**src/rtl/mode_request_gen.sv**
```systemverilog
// Pushbutton front end for the mode controller: synchronizes and debounces four
// buttons, then turns debounced presses into single registered mode-request pulses.
module mode_request_gen #(
    parameter int DB_COUNT = 16
) (
    input  logic       clk,
    input  logic       rst,
    input  logic [3:0] btn,
    input  logic [1:0] mode,
    output logic       set_edit,
    output logic       set_play,
    output logic       set_raw
);

    localparam int CNT_W = $clog2(DB_COUNT + 1);
    localparam logic [CNT_W-1:0] CNT_LAST = CNT_W'(DB_COUNT - 1);

    localparam logic [1:0] MODE_EDIT = 2'd0;
    localparam logic [1:0] MODE_PLAY = 2'd1;
    localparam logic [1:0] MODE_RAW  = 2'd2;

    localparam int BTN_EDIT  = 0;
    localparam int BTN_PLAY  = 1;
    localparam int BTN_RAW   = 2;
    localparam int BTN_CYCLE = 3;

    logic [3:0]            sync1_q;
    logic [3:0]            sync2_q;
    logic [3:0]            db_q;
    logic [3:0]            db_d;
    logic [3:0]            db_prev_q;
    logic [3:0][CNT_W-1:0] cnt_q;
    logic [3:0][CNT_W-1:0] cnt_d;

    logic [3:0] press;
    logic       req_vld;
    logic [1:0] req_mode;
    logic       set_edit_q;
    logic       set_edit_d;
    logic       set_play_q;
    logic       set_play_d;
    logic       set_raw_q;
    logic       set_raw_d;

    // Mode reached by the cycle button; undefined mode falls back to edit.
    function automatic logic [1:0] cycle_target(input logic [1:0] cur);
        case (cur)
            MODE_EDIT: cycle_target = MODE_PLAY;
            MODE_PLAY: cycle_target = MODE_RAW;
            default:   cycle_target = MODE_EDIT;
        endcase
    endfunction

    always_ff @(posedge clk or posedge rst) begin
        if (rst) begin
            sync1_q <= '0;
            sync2_q <= '0;
        end else begin
            sync1_q <= btn;
            sync2_q <= sync1_q;
        end
    end

    // A change is accepted only after DB_COUNT consecutive differing cycles;
    // any cycle of agreement restarts the count.
    always_comb begin
        db_d  = db_q;
        cnt_d = '0;
        for (int i = 0; i < 4; i++) begin
            if (sync2_q[i] != db_q[i]) begin
                if (cnt_q[i] == CNT_LAST) begin
                    db_d[i] = ~db_q[i];
                end else begin
                    cnt_d[i] = cnt_q[i] + 1'b1;
                end
            end
        end
    end

    always_ff @(posedge clk or posedge rst) begin
        if (rst) begin
            db_q      <= '0;
            db_prev_q <= '0;
            cnt_q     <= '0;
        end else begin
            db_q      <= db_d;
            db_prev_q <= db_q;
            cnt_q     <= cnt_d;
        end
    end

    assign press = db_q & ~db_prev_q;

    // Only the highest-priority press is resolved; suppressing it does not
    // hand the slot to a lower-priority press.
    always_comb begin
        req_vld  = 1'b0;
        req_mode = MODE_EDIT;
        if (press[BTN_EDIT]) begin
            req_vld  = 1'b1;
            req_mode = MODE_EDIT;
        end else if (press[BTN_PLAY]) begin
            req_vld  = 1'b1;
            req_mode = MODE_PLAY;
        end else if (press[BTN_RAW]) begin
            req_vld  = 1'b1;
            req_mode = MODE_RAW;
        end else if (press[BTN_CYCLE]) begin
            req_vld  = 1'b1;
            req_mode = cycle_target(mode);
        end
        if (req_mode == mode) begin
            req_vld = 1'b0;
        end
        set_edit_d = req_vld && (req_mode == MODE_EDIT);
        set_play_d = req_vld && (req_mode == MODE_PLAY);
        set_raw_d  = req_vld && (req_mode == MODE_RAW);
    end

    always_ff @(posedge clk or posedge rst) begin
        if (rst) begin
            set_edit_q <= 1'b0;
            set_play_q <= 1'b0;
            set_raw_q  <= 1'b0;
        end else begin
            set_edit_q <= set_edit_d;
            set_play_q <= set_play_d;
            set_raw_q  <= set_raw_d;
        end
    end

    assign set_edit = set_edit_q;
    assign set_play = set_play_q;
    assign set_raw  = set_raw_q;

endmodule

```
**config.mk**
```make
export PLATFORM = sky130hd
export DESIGN_NAME = mode_request_gen
export DESIGN_NICKNAME = d
export VERILOG_FILES = /design/src/rtl/mode_request_gen.sv
export SDC_FILE = /design/constraint.sdc
export NUM_CORES = 1
export LEC_CHECK = 0
export BUFFER_PORTS_ARGS = -buffer_cell sky130_fd_sc_hd__buf_2
export CORE_MARGIN = 8
export CORE_UTILIZATION = 57
export CTS_CLUSTER_DIAMETER = 120
export DETAILED_ROUTE_END_ITERATION = 16
export GPL_TIMING_DRIVEN = 0
export PLACE_DENSITY = 0.79
export SLEW_MARGIN = 10
export SYNTH_ARGS = -nofsm -noshare
export SYNTH_HDL_FRONTEND = slang
export SYNTH_SLANG_ARGS = --single-unit
```
**constraint.sdc**
```tcl
create_clock -name clk -period 1.5 [get_ports clk]
set_input_delay 0.3 -clock clk [delete_from_list [all_inputs] [get_ports clk]]
set_output_delay 0.3 -clock clk [all_outputs]
set_load 0.02 [all_outputs]
```
==> key figures, run 1 <==
Floorplan
  – Die area: 0.004463 mm^2
  – Row count: 18
  – Die W: 66.81 um
  – Initial Util: 0.5994
  – Core region area: 0.002455 mm^2
  – Chip height: 66.81 um
  – I/O Pins: 11

Critical path
  – Critical path class: reg2reg
  – WP data required: 1.72 ns
  – Slowest cell on the critical path: dfrtp_1
  – CP Capture Type: flip-flop
  – CP Launch Point: cnt_q[10]$_DFF_PP0_
  – CP arrival: 1.51 ns
  – Max incr delay on CP: 0.39 ns
  – Worst r2r src: cnt_q[10]$_DFF_PP0_
  – CP cell instances: ha_1 -> nand3_1 -> nor2_1 -> mux2_1
  – Crit path max fanout: 3
  – Startpoint types: flip-flop

Timing
  – Final period util: 0.8543
  – Worst Skew: 0.005552 ns
  – Fin. Hold Viols: 0
  – Pins over their slew limit: 0
  – Final setup fails: 0
  – Worst Tran Pin Value: 0.7597 ns
  – Worst hold slack: 0.06619 ns
  – RSZ-0062 raised after global routing: no
  – Fmax: 780.3 MHz
  – Period minus WS final: 1.281 ns
  – Relative slew slack: 0.4928

Worst hold path
  – Hold Startpoint: btn[3]
  – Hold WC Path Type: in2reg

Clock network
  – Post-CTS sizing: 0
  – Total setup buffers inserted after CTS: 0
  – Cts hold-fix bufs: 0
  – Clock latency on the worst-skew pair: 0.33 ns
  – Clock buffer depth: 2
  – Worst-path clk slew: 0.10 ns
  – H-Tree Depth: 2
  – Root Driver: clkbuf_4
  – CTS Buf Count: 5
  – CTS tree: yes
  – CTS sink cnt: 39

Final layout
  – Design Area, Final: 0.001609 mm^2
  – Commonest non-fill, non-tap cell in the layout: dfrtp_1
  – Layout area overhead: 9.354%
  – Final nets: 140
  – Fin util: 0.6555
  – Most frequent cells in the layout: dfrtp_1, nor2_1, xor2_1
  – Layout cell share with drive strength beyond 1: 0.1783
  – Fin cells: 159
  – # diodes: 0

Routing
  – Via density: 5.195
  – Final ANT Viol Nets: 0
  – Via count: 826
  – Avg WL per Cell: 12.46 um
  – Final WL: 1981 um
  – Detailed Routing Iterations Pass 1: 3
  – Initial drt markers: 38
  – DRC: 0

Global route
  – Largest net degree at the start of global routing: 40
  – First-pass GRT wire length: 3574 um
  – GRT Util Overall: 0.1099
  – Grt total ovfl: 0
  – Antenna violations before repair: 0
  – Vias in the first global route: 856

Yosys
  – Ys Warns: 0
  – Syn_area_per_cell: 13.26 um^2
  – Seq/Total Area, Yosys: 0.6633
  – Cell variety after synth: 23
  – Syn Nets: 123
  – Yosys reg bits: 39
  – Post-Syn Area: 0.001471 mm^2
  – Mapped Cells: 111

Placed design
  – Post-DP HPWL: 1379 um
  – Placed cells: 151
  – Port Buffer Count: 10
  – Placed Area: 0.001559 mm^2
  – RePlAce Congestion: 0.7396

Outcome
  – Status: finished clean

Power and ir drop
  – Pwr/cell area: 1047 mW/mm^2
  – Maximum vdd drop: 0.7376 mV
  – Static Leak: 0.8647 nW

Flow run
  – Max Cap Viol: 0
[worst max-delay path: cells and delay by family (launching register included)]
family,cells,cell delay (ns)
mux,1,0.33
flops,1,0.39
fa+ha+maj,1,0.20
simple gates,2,0.26
[state kept, by name, indices dropped and copies added, names as in the netlist]
name,count
sync2_q,4
set_play,1
db_prev_q,4
cnt_q,20
db_q,4
sync1_q,4
set_raw,1
set_edit,1
[synth_stat cells (all sizes together)]
| cell | instances | area, um^2 |
|---|---|---|
| dfrtp | 39 | 975.9 |
| nor2 | 14 | 55.06 |
| xor2 | 12 | 105.1 |
| nand3 | 8 | 45.04 |
| and2 | 6 | 37.54 |
| o21ai | 5 | 28.77 |
| and3 | 4 | 25.02 |
| ha | 4 | 50.05 |
| inv | 4 | 15.01 |
| mux2 | 4 | 45.04 |
| nor2b | 3 | 18.77 |
| a211oi | 1 | 12.51 |
| a21oi | 1 | 5.000 |
| a2bb2oi | 1 | 8.760 |
| nand2b | 1 | 6.260 |
| nand3b | 1 | 7.510 |
| nor3 | 1 | 10.01 |
| nor3b | 1 | 12.51 |
| o31ai | 1 | 7.510 |
[through the flow]
step | TNS (ns) | total power, mW | setup slack, ns
floorplan | 0 | 1.192 | 0.3107
global placement | -3.195 | 1.216 | -0.08284
detailed placement | 0 | 1.223 | 0.2190
CTS | 0 | 1.718 | 0.1967
global route | 0 | 1.788 | 0.1124
finish | 0 | 1.684 | 0.2185
[cell families (layout without fill, tap and decap cells)]
kind of cell	count (synthesis)	in the layout	synth area share
adders and majority gates	4	4	0.03401
xor gates and xnor gates	12	12	0.07143
DFF	39	39	0.6633
buffers and inverters	4	22	0.01020
and+or+nand+nor	39	39	0.1480
AOI/OAI and AO/OA	9	9	0.04251
muxes	4	4	0.03061
[final timing paths]
check | cells after the start | endpoint | slack [ns]
max reg2reg | 4 | db_q[2]$_DFFE_PP0P_ | 0.22
max | 4 | db_q[2]$_DFFE_PP0P_ | 0.22
min | 1 | sync1_q[3]$_DFF_PP0_ | 0.07
min in group asynchronous | 2 | sync2_q[0]$_DFF_PP0_ | 0.09
max in group asynchronous | 2 | cnt_q[8]$_DFF_PP0_ | 0.93
min reg2reg | 0 | sync2_q[3]$_DFF_PP0_ | 0.36
[area by class of cell]
class / instances / area, um^2
flip-flops and latches: 39 / 975.9
fillers: 185 / 845.8
multi-input cells: 68 / 480.5
repair buffers: 10 / 50.05
clock buffers: 7 / 45.04
well taps: 30 / 37.54
inverters: 4 / 15.01
clock inverters: 1 / 5.005
[report_power, final]
| part | internal, mW | switching (mW) |
|---|---|---|
| Sequential | 1.09 | 0.0239 |
| Combinational | 0.0354 | 0.0528 |
| Clock | 0.183 | 0.301 |
| Total | 1.31 | 0.378 |
[metal layers]
metal  track usage  part of all wire
met1        0.1167              0.44
met2        0.1697              0.48
met3       0.05705             0.055
met4       0.06667             0.026
met5             0                 0
Power figures use the tool's default switching activity.
==> run 2, diff against run 1 <==
--- a/config.mk
+++ b/config.mk
@@ -5,6 +5,7 @@
 export SDC_FILE = /design/constraint.sdc
 export NUM_CORES = 1
 export LEC_CHECK = 0
+export ABC_AREA = 1
 export BUFFER_PORTS_ARGS = -buffer_cell sky130_fd_sc_hd__buf_2
 export CORE_MARGIN = 8
 export CORE_UTILIZATION = 57
==> run 2 against run 1 <==
  * Worst hold slack about the same
  * Clock skew decreased by 0.0014 ns
  * Non-clock buffer count unchanged
  * Final area grew 4.3%
  * Synthesized cell count rose by 29%
  * Clock-buffer cell count fell by 1
  * Utilization shrank 2.5 points
  * Setup slack lost 0.10 ns
  * First-iteration DRC count is 18% lower
==> key figures, run 2 <==
Floorplan
  – Die W: 67.86 um
  – Die area: 0.004604 mm^2
  – Chip height: 67.86 um
  – Core region area: 0.002663 mm^2
  – I/O Pins: 11
  – Initial Util: 0.5757
  – Row count: 19

Timing
  – Worst Tran Pin Value: 0.7653 ns
  – Final period util: 0.9224
  – Worst hold slack: 0.06588 ns
  – Worst Skew: 0.004126 ns
  – Pins over their slew limit: 0
  – Setup ws final: 0.1164 ns
  – Final setup fails: 0
  – Fmax: 722.8 MHz
  – Fin. Hold Viols: 0
  – Relative slew slack: 0.4891
  – Period minus WS final: 1.384 ns
  – RSZ-0062 raised after global routing: no

Global route
  – Largest net degree at the start of global routing: 40
  – Grt total ovfl: 0
  – GRT Util Overall: 0.1116
  – First-pass GRT wire length: 3753 um
  – Antenna violations before repair: 0
  – Vias in the first global route: 922

Routing
  – Final ANT Viol Nets: 0
  – Final WL: 2193 um
  – Detailed Routing Iterations Pass 1: 4
  – Initial drt markers: 31
  – Via density: 4.885
  – DRC: 0
  – Avg WL per Cell: 11.48 um
  – Via count: 933

Power and ir drop
  – Pwr/cell area: 1028 mW/mm^2
  – Maximum vdd drop: 0.8673 mV
  – Static Leak: 0.8892 nW

Yosys
  – Most used DFF post-synth: dfrtp_1
  – Yosys reg bits: 39
  – Area leader, netlist: dfrtp_1
  – Ys Warns: 0
  – Seq/Total Area, Yosys: 0.6367
  – Most instantiated cells after synthesis: dfrtp_1, inv_1, nand2_1
  – Asr flop ratio synth: 1.000
  – Share of the synthesized area in the top cell type: 0.6367
  – EDFF count, synth: 0
  – Mapped Cells: 143
  – Post-Syn Area: 0.001533 mm^2
  – Syn_area_per_cell: 10.72 um^2
  – Largest cells by area after synthesis: dfrtp_1, inv_1, nand2_1
  – Cell variety after synth: 18
  – Top-count cell post-synth: dfrtp_1
  – Syn Nets: 155

Flow run
  – Max Cap Viol: 0

Clock network
  – Total setup buffers inserted after CTS: 0
  – CTS tree: yes
  – CTS Buf Count: 5
  – Clock buffer depth: 2
  – Root Driver: clkbuf_4
  – Clock latency on the worst-skew pair: 0.33 ns
  – H-Tree Depth: 2
  – Worst-path clk slew: 0.10 ns
  – Cts hold-fix bufs: 0
  – CTS sink cnt: 39
  – Post-CTS sizing: 0

Critical path
  – Worst-case reg-to-reg path depth: 4
  – CP top delay family: flip-flops
  – Critical path class: reg2reg
  – Max incr delay on CP: 0.41 ns
  – WP data required: 1.72 ns
  – Slowest cell on the critical path: dfrtp_1
  – Crit path max fanout: 3
  – Startpoint types: flip-flop
  – CP arrival: 1.60 ns
  – WP buf/inv: 0
  – CP Capture Type: flip-flop
  – Crit. path cell count: 4
  – CP cell instances: ha_1 -> and3_1 -> nand2_1 -> mux2_1

Final layout
  – # diodes: 0
  – Design Area, Final: 0.001678 mm^2
  – Largest register FFs: 20
  – Final nets: 172
  – Layout area overhead: 9.469%
  – Commonest non-fill, non-tap cell in the layout: dfrtp_1
  – Most frequent cells in the layout: dfrtp_1, inv_1, nand2_1
  – Largest register by flop count: cnt_q
  – Layout cell share with drive strength beyond 1: 0.1688

Placed design
  – Post-DP HPWL: 1617 um
  – Setup WS pre-CTS: 0.1314 ns
  – RePlAce Congestion: 0.7471
  – Port Buffer Count: 10
  – Placed Area: 0.001622 mm^2

Outcome
  – Status: finished clean

Worst hold path
  – Hold WC Path Type: in2reg
  – Min-Delay Path Depth: 1
[run 2: routing by layer]
layer  share of wire  routed length [um]  track usage
met1            0.44                 966       0.1207
met2            0.48                1053       0.1775
met3           0.065                 143      0.05565
met4           0.013                  29      0.05882
met5               0                   0            0
[run 2: logic make-up after synthesis]
group	count (synthesis)	share of synthesized area
adders and majority gates	4	0.03265
and+or+nand+nor	58	0.1731
muxes	3	0.02204
buffers and inverters	20	0.04898
AOI/OAI and AO/OA	11	0.04082
DFF	39	0.6367
xor gates and xnor gates	8	0.04572
[run 2: layout make-up]
type,instances,area [um^2]
clock buffers,6,51.30
flip-flops and latches,39,975.9
fillers,220,984.7
repair buffers,10,50.05
inverters,20,75.07
multi-input cells,84,481.7
well taps,31,38.79
clock inverters,1,5.005
[run 2: worst paths after layout]
check                                     start                    to  slack (ns)
setup reg to reg            cnt_q[10]$_DFF_PP0_   db_q[2]$_DFFE_PP0P_        0.12
max in group asynchronous                   rst    cnt_q[1]$_DFF_PP0_        0.92
min in group asynchronous                   rst   cnt_q[13]$_DFF_PP0_        0.10
setup / recovery            cnt_q[10]$_DFF_PP0_   db_q[2]$_DFFE_PP0P_        0.12
hold reg to reg            sync1_q[2]$_DFF_PP0_  sync2_q[2]$_DFF_PP0_        0.36
hold / removal                           btn[3]  sync1_q[3]$_DFF_PP0_        0.07
[run 2: stage by stage]
step / util / TNS [ns] / instances / power, mW
5_1_grt: 0.6302 / 0 / 191 / 1.828
3_5_place_dp: 0.6090 / 0 / 184 / 1.227
4_1_cts: 0.6302 / 0 / 191 / 1.755
6_report: 0.6302 / 0 / 191 / 1.726
2_1_floorplan: - / 0 / 143 / 1.193
3_3_place_gp: 0.6090 / -4.389 / 184 / 1.217
[run 2: worst reg2reg max path, delay by kind of cell, from the launching register on]
kind,cells,cell delay [ns]
adder cells (fa/ha/maj),1,0.22
flip-flops,1,0.41
multiplexers,1,0.34
AND/OR/NAND/NOR,2,0.30
[run 2: where the power goes]
| group | switching [mW] | total [mW] | internal (mW) |
|---|---|---|---|
| clock | 0.306 | 0.523 | 0.217 |
| combinational | 0.0592 | 0.0924 | 0.0332 |
| sequential | 0.0228 | 1.11 | 1.09 |
| total | 0.388 | 1.73 | 1.34 |
==> run 3, diff against run 2 <==
--- a/config.mk
+++ b/config.mk
@@ -7,8 +7,10 @@
 export LEC_CHECK = 0
 export ABC_AREA = 1
 export BUFFER_PORTS_ARGS = -buffer_cell sky130_fd_sc_hd__buf_2
+export CELL_PAD_IN_SITES_DETAIL_PLACEMENT = 2
+export CELL_PAD_IN_SITES_GLOBAL_PLACEMENT = 2
 export CORE_MARGIN = 8
-export CORE_UTILIZATION = 57
+export CORE_UTILIZATION = 38
 export CTS_CLUSTER_DIAMETER = 120
 export DETAILED_ROUTE_END_ITERATION = 16
 export GPL_TIMING_DRIVEN = 0
==> run 3 against run 2 <==
  * Die area increased by 37%
  * Combinational power increased by 10%
  * Maximum frequency decreased by 2.1%
  * Non-clock buffer count unchanged
  * Sequential cell count unchanged
  * Wire length increased by 39%
  * Critical path depth unchanged
  * Setup slack got worse by 0.030 ns
  * Final cell count increased by 10%
  * Worst hold slack improved by 0.041 ns
  * Final area increased by 4.0%
  * Clock skew increased by 0.0020 ns
  * Critical path type unchanged
  * Largest power group unchanged
==> key figures, run 3 (synthesized netlist as in run 2, its figures left out) <==
Floorplan
  – Initial Util: 0.3888
  – I/O Pins: 11
  – Chip height: 79.51 um
  – Core region area: 0.003943 mm^2
  – Die W: 79.51 um
  – Die area: 0.006322 mm^2
  – Row count: 23

Global route
  – First-pass GRT wire length: 5264 um
  – GRT Util Overall: 0.1103
  – Antenna violations before repair: 0
  – Vias in the first global route: 1142
  – Grt total ovfl: 0
  – Largest net degree at the start of global routing: 40

Worst hold path
  – Hold WC Path Type: in2reg
  – Min-Delay Path Depth: 1

Power and ir drop
  – Static Leak: 0.9066 nW
  – Share of power burned in registers: 0.560
  – Sw frac: 0.2246
  – Pint: 1.542 mW
  – Combinational share of power: 0.051
  – Switching Power: 446.7 uW
  – Clock power frac: 0.389
  – Maximum vdd drop: 0.5751 mV
  – Pwr/cell area: 1140 mW/mm^2

Timing
  – Fin. Hold Viols: 0
  – Relative slew slack: 0.4591
  – Period minus WS final: 1.413 ns
  – Worst Tran Pin Value: 0.8101 ns
  – Fmax: 707.6 MHz
  – Worst Skew: 0.006169 ns
  – RSZ-0062 raised after global routing: no
  – Pins over their slew limit: 0
  – Setup ws final: 0.08685 ns
  – Final period util: 0.9421
  – Final setup fails: 0

Final layout
  – Area of the multi-input gates: 481.7 um^2
  – Layout cell share with drive strength beyond 1: 0.1677
  – Largest register by flop count: cnt_q
  – # diodes: 0
  – Fillers: 428
  – Most frequent cells in the layout: dfrtp_1, inv_1, nand2_1
  – Layout area overhead: 13.88%
  – Register area: 975.9 um^2
  – Commonest non-fill, non-tap cell in the layout: dfrtp_1
  – Fin util: 0.4427
  – Final nets: 172
  – Largest register FFs: 20

Flow run
  – Max Cap Viol: 0

Clock network
  – Root Driver: clkbuf_8
  – CTS sink cnt: 39
  – Clock buffer depth: 2
  – CTS tree: yes
  – Worst-path clk slew: 0.08 ns
  – Post-CTS sizing: 0
  – CTS Buf Count: 5
  – Clock latency on the worst-skew pair: 0.29 ns
  – Total setup buffers inserted after CTS: 0
  – Cts hold-fix bufs: 0
  – H-Tree Depth: 2

Outcome
  – Status: finished clean

Placed design
  – Setup WS pre-CTS: 0.1071 ns
  – Post-DP HPWL: 2236 um
  – RePlAce Congestion: 0.6961
  – Port Buffer Count: 10

Routing
  – DRC: 0
  – Via density: 4.749
  – Final WL: 3054 um
  – Final ANT Viol Nets: 0
  – Avg WL per Cell: 14.47 um
  – Via count: 1002
  – Initial drt markers: 22
  – Detailed Routing Iterations Pass 1: 4

Critical path
  – Startpoint types: flip-flop
  – Critical path class: reg2reg
  – WP data required: 1.67 ns
  – CP Capture Type: flip-flop
  – Crit path max fanout: 3
  – Worst-case reg-to-reg path depth: 4
  – R2R setup slack: 0.09 ns
  – CP arrival: 1.58 ns
## run 3: cell types whose count changed in the layout (fill, tap and decap cells not counted)
cell,previous run,this run
clkbuf_1,0,1
clkbuf_8,1,7
clkinv_2,1,0
clkbuf_4,5,0
## run 3: worst max-delay path, stage by stage, from the launching register on
cell and delay (ns):
dfrtp_1 0.41, ha_1 0.23, and3_1 0.20, nand2_1 0.11, mux2_1 0.34
## run 3: final timing paths
path | startpoint | end
max in group asynchronous | rst | set_raw$_DFF_PP0_
min reg2reg | sync1_q[2]$_DFF_PP0_ | sync2_q[2]$_DFF_PP0_
max | cnt_q[10]$_DFF_PP0_ | db_q[2]$_DFFE_PP0P_
max reg2reg | cnt_q[10]$_DFF_PP0_ | db_q[2]$_DFFE_PP0P_
min in group asynchronous | rst | cnt_q[17]$_DFF_PP0_
min | btn[3] | sync1_q[3]$_DFF_PP0_
## run 3: final cells by class
cell class	instances	share of cell area
sequential	39	0.5591
timing repair buffer	10	0.02867
clock buffer	8	0.05735
tap	50	0.03584
multi-input combinational	84	0.2760
inverter	20	0.04301
## run 3: metrics by stage
| stage | power [mW] | setup TNS [ns] | hold slack [ns] | cells | cell area, um^2 |
|---|---|---|---|---|---|
| after floorplan | 1.193 | 0 | 0.3312 | 143 | 1533 |
| after global placement | 1.220 | -6.578 | 0.3328 | 203 | 1645 |
| after detailed placement | 1.241 | 0 | 0.3379 | 203 | 1645 |
| after CTS | 2.024 | 0 | 0.09555 | 211 | 1745 |
| after global routing | 2.081 | 0 | 0.09113 | 211 | 1745 |
| final | 1.989 | 0 | 0.1065 | 211 | 1745 |
## run 3: power by group through the flow
stage	sequential (mW)	clock [mW]	combinational [mW]
finish	1.11	0.773	0.102
global route	1.12	0.843	0.119
CTS	1.12	0.802	0.107
detailed placement	1.14	0	0.106
global placement	1.13	0	0.0909
floorplan	1.13	0	0.0672
## run 3: metal layers
metal  track usage  wire length, um
met1        0.1139             1236
met2        0.1874             1590
met3       0.04730              158
met4       0.05370               69
met5             0                0
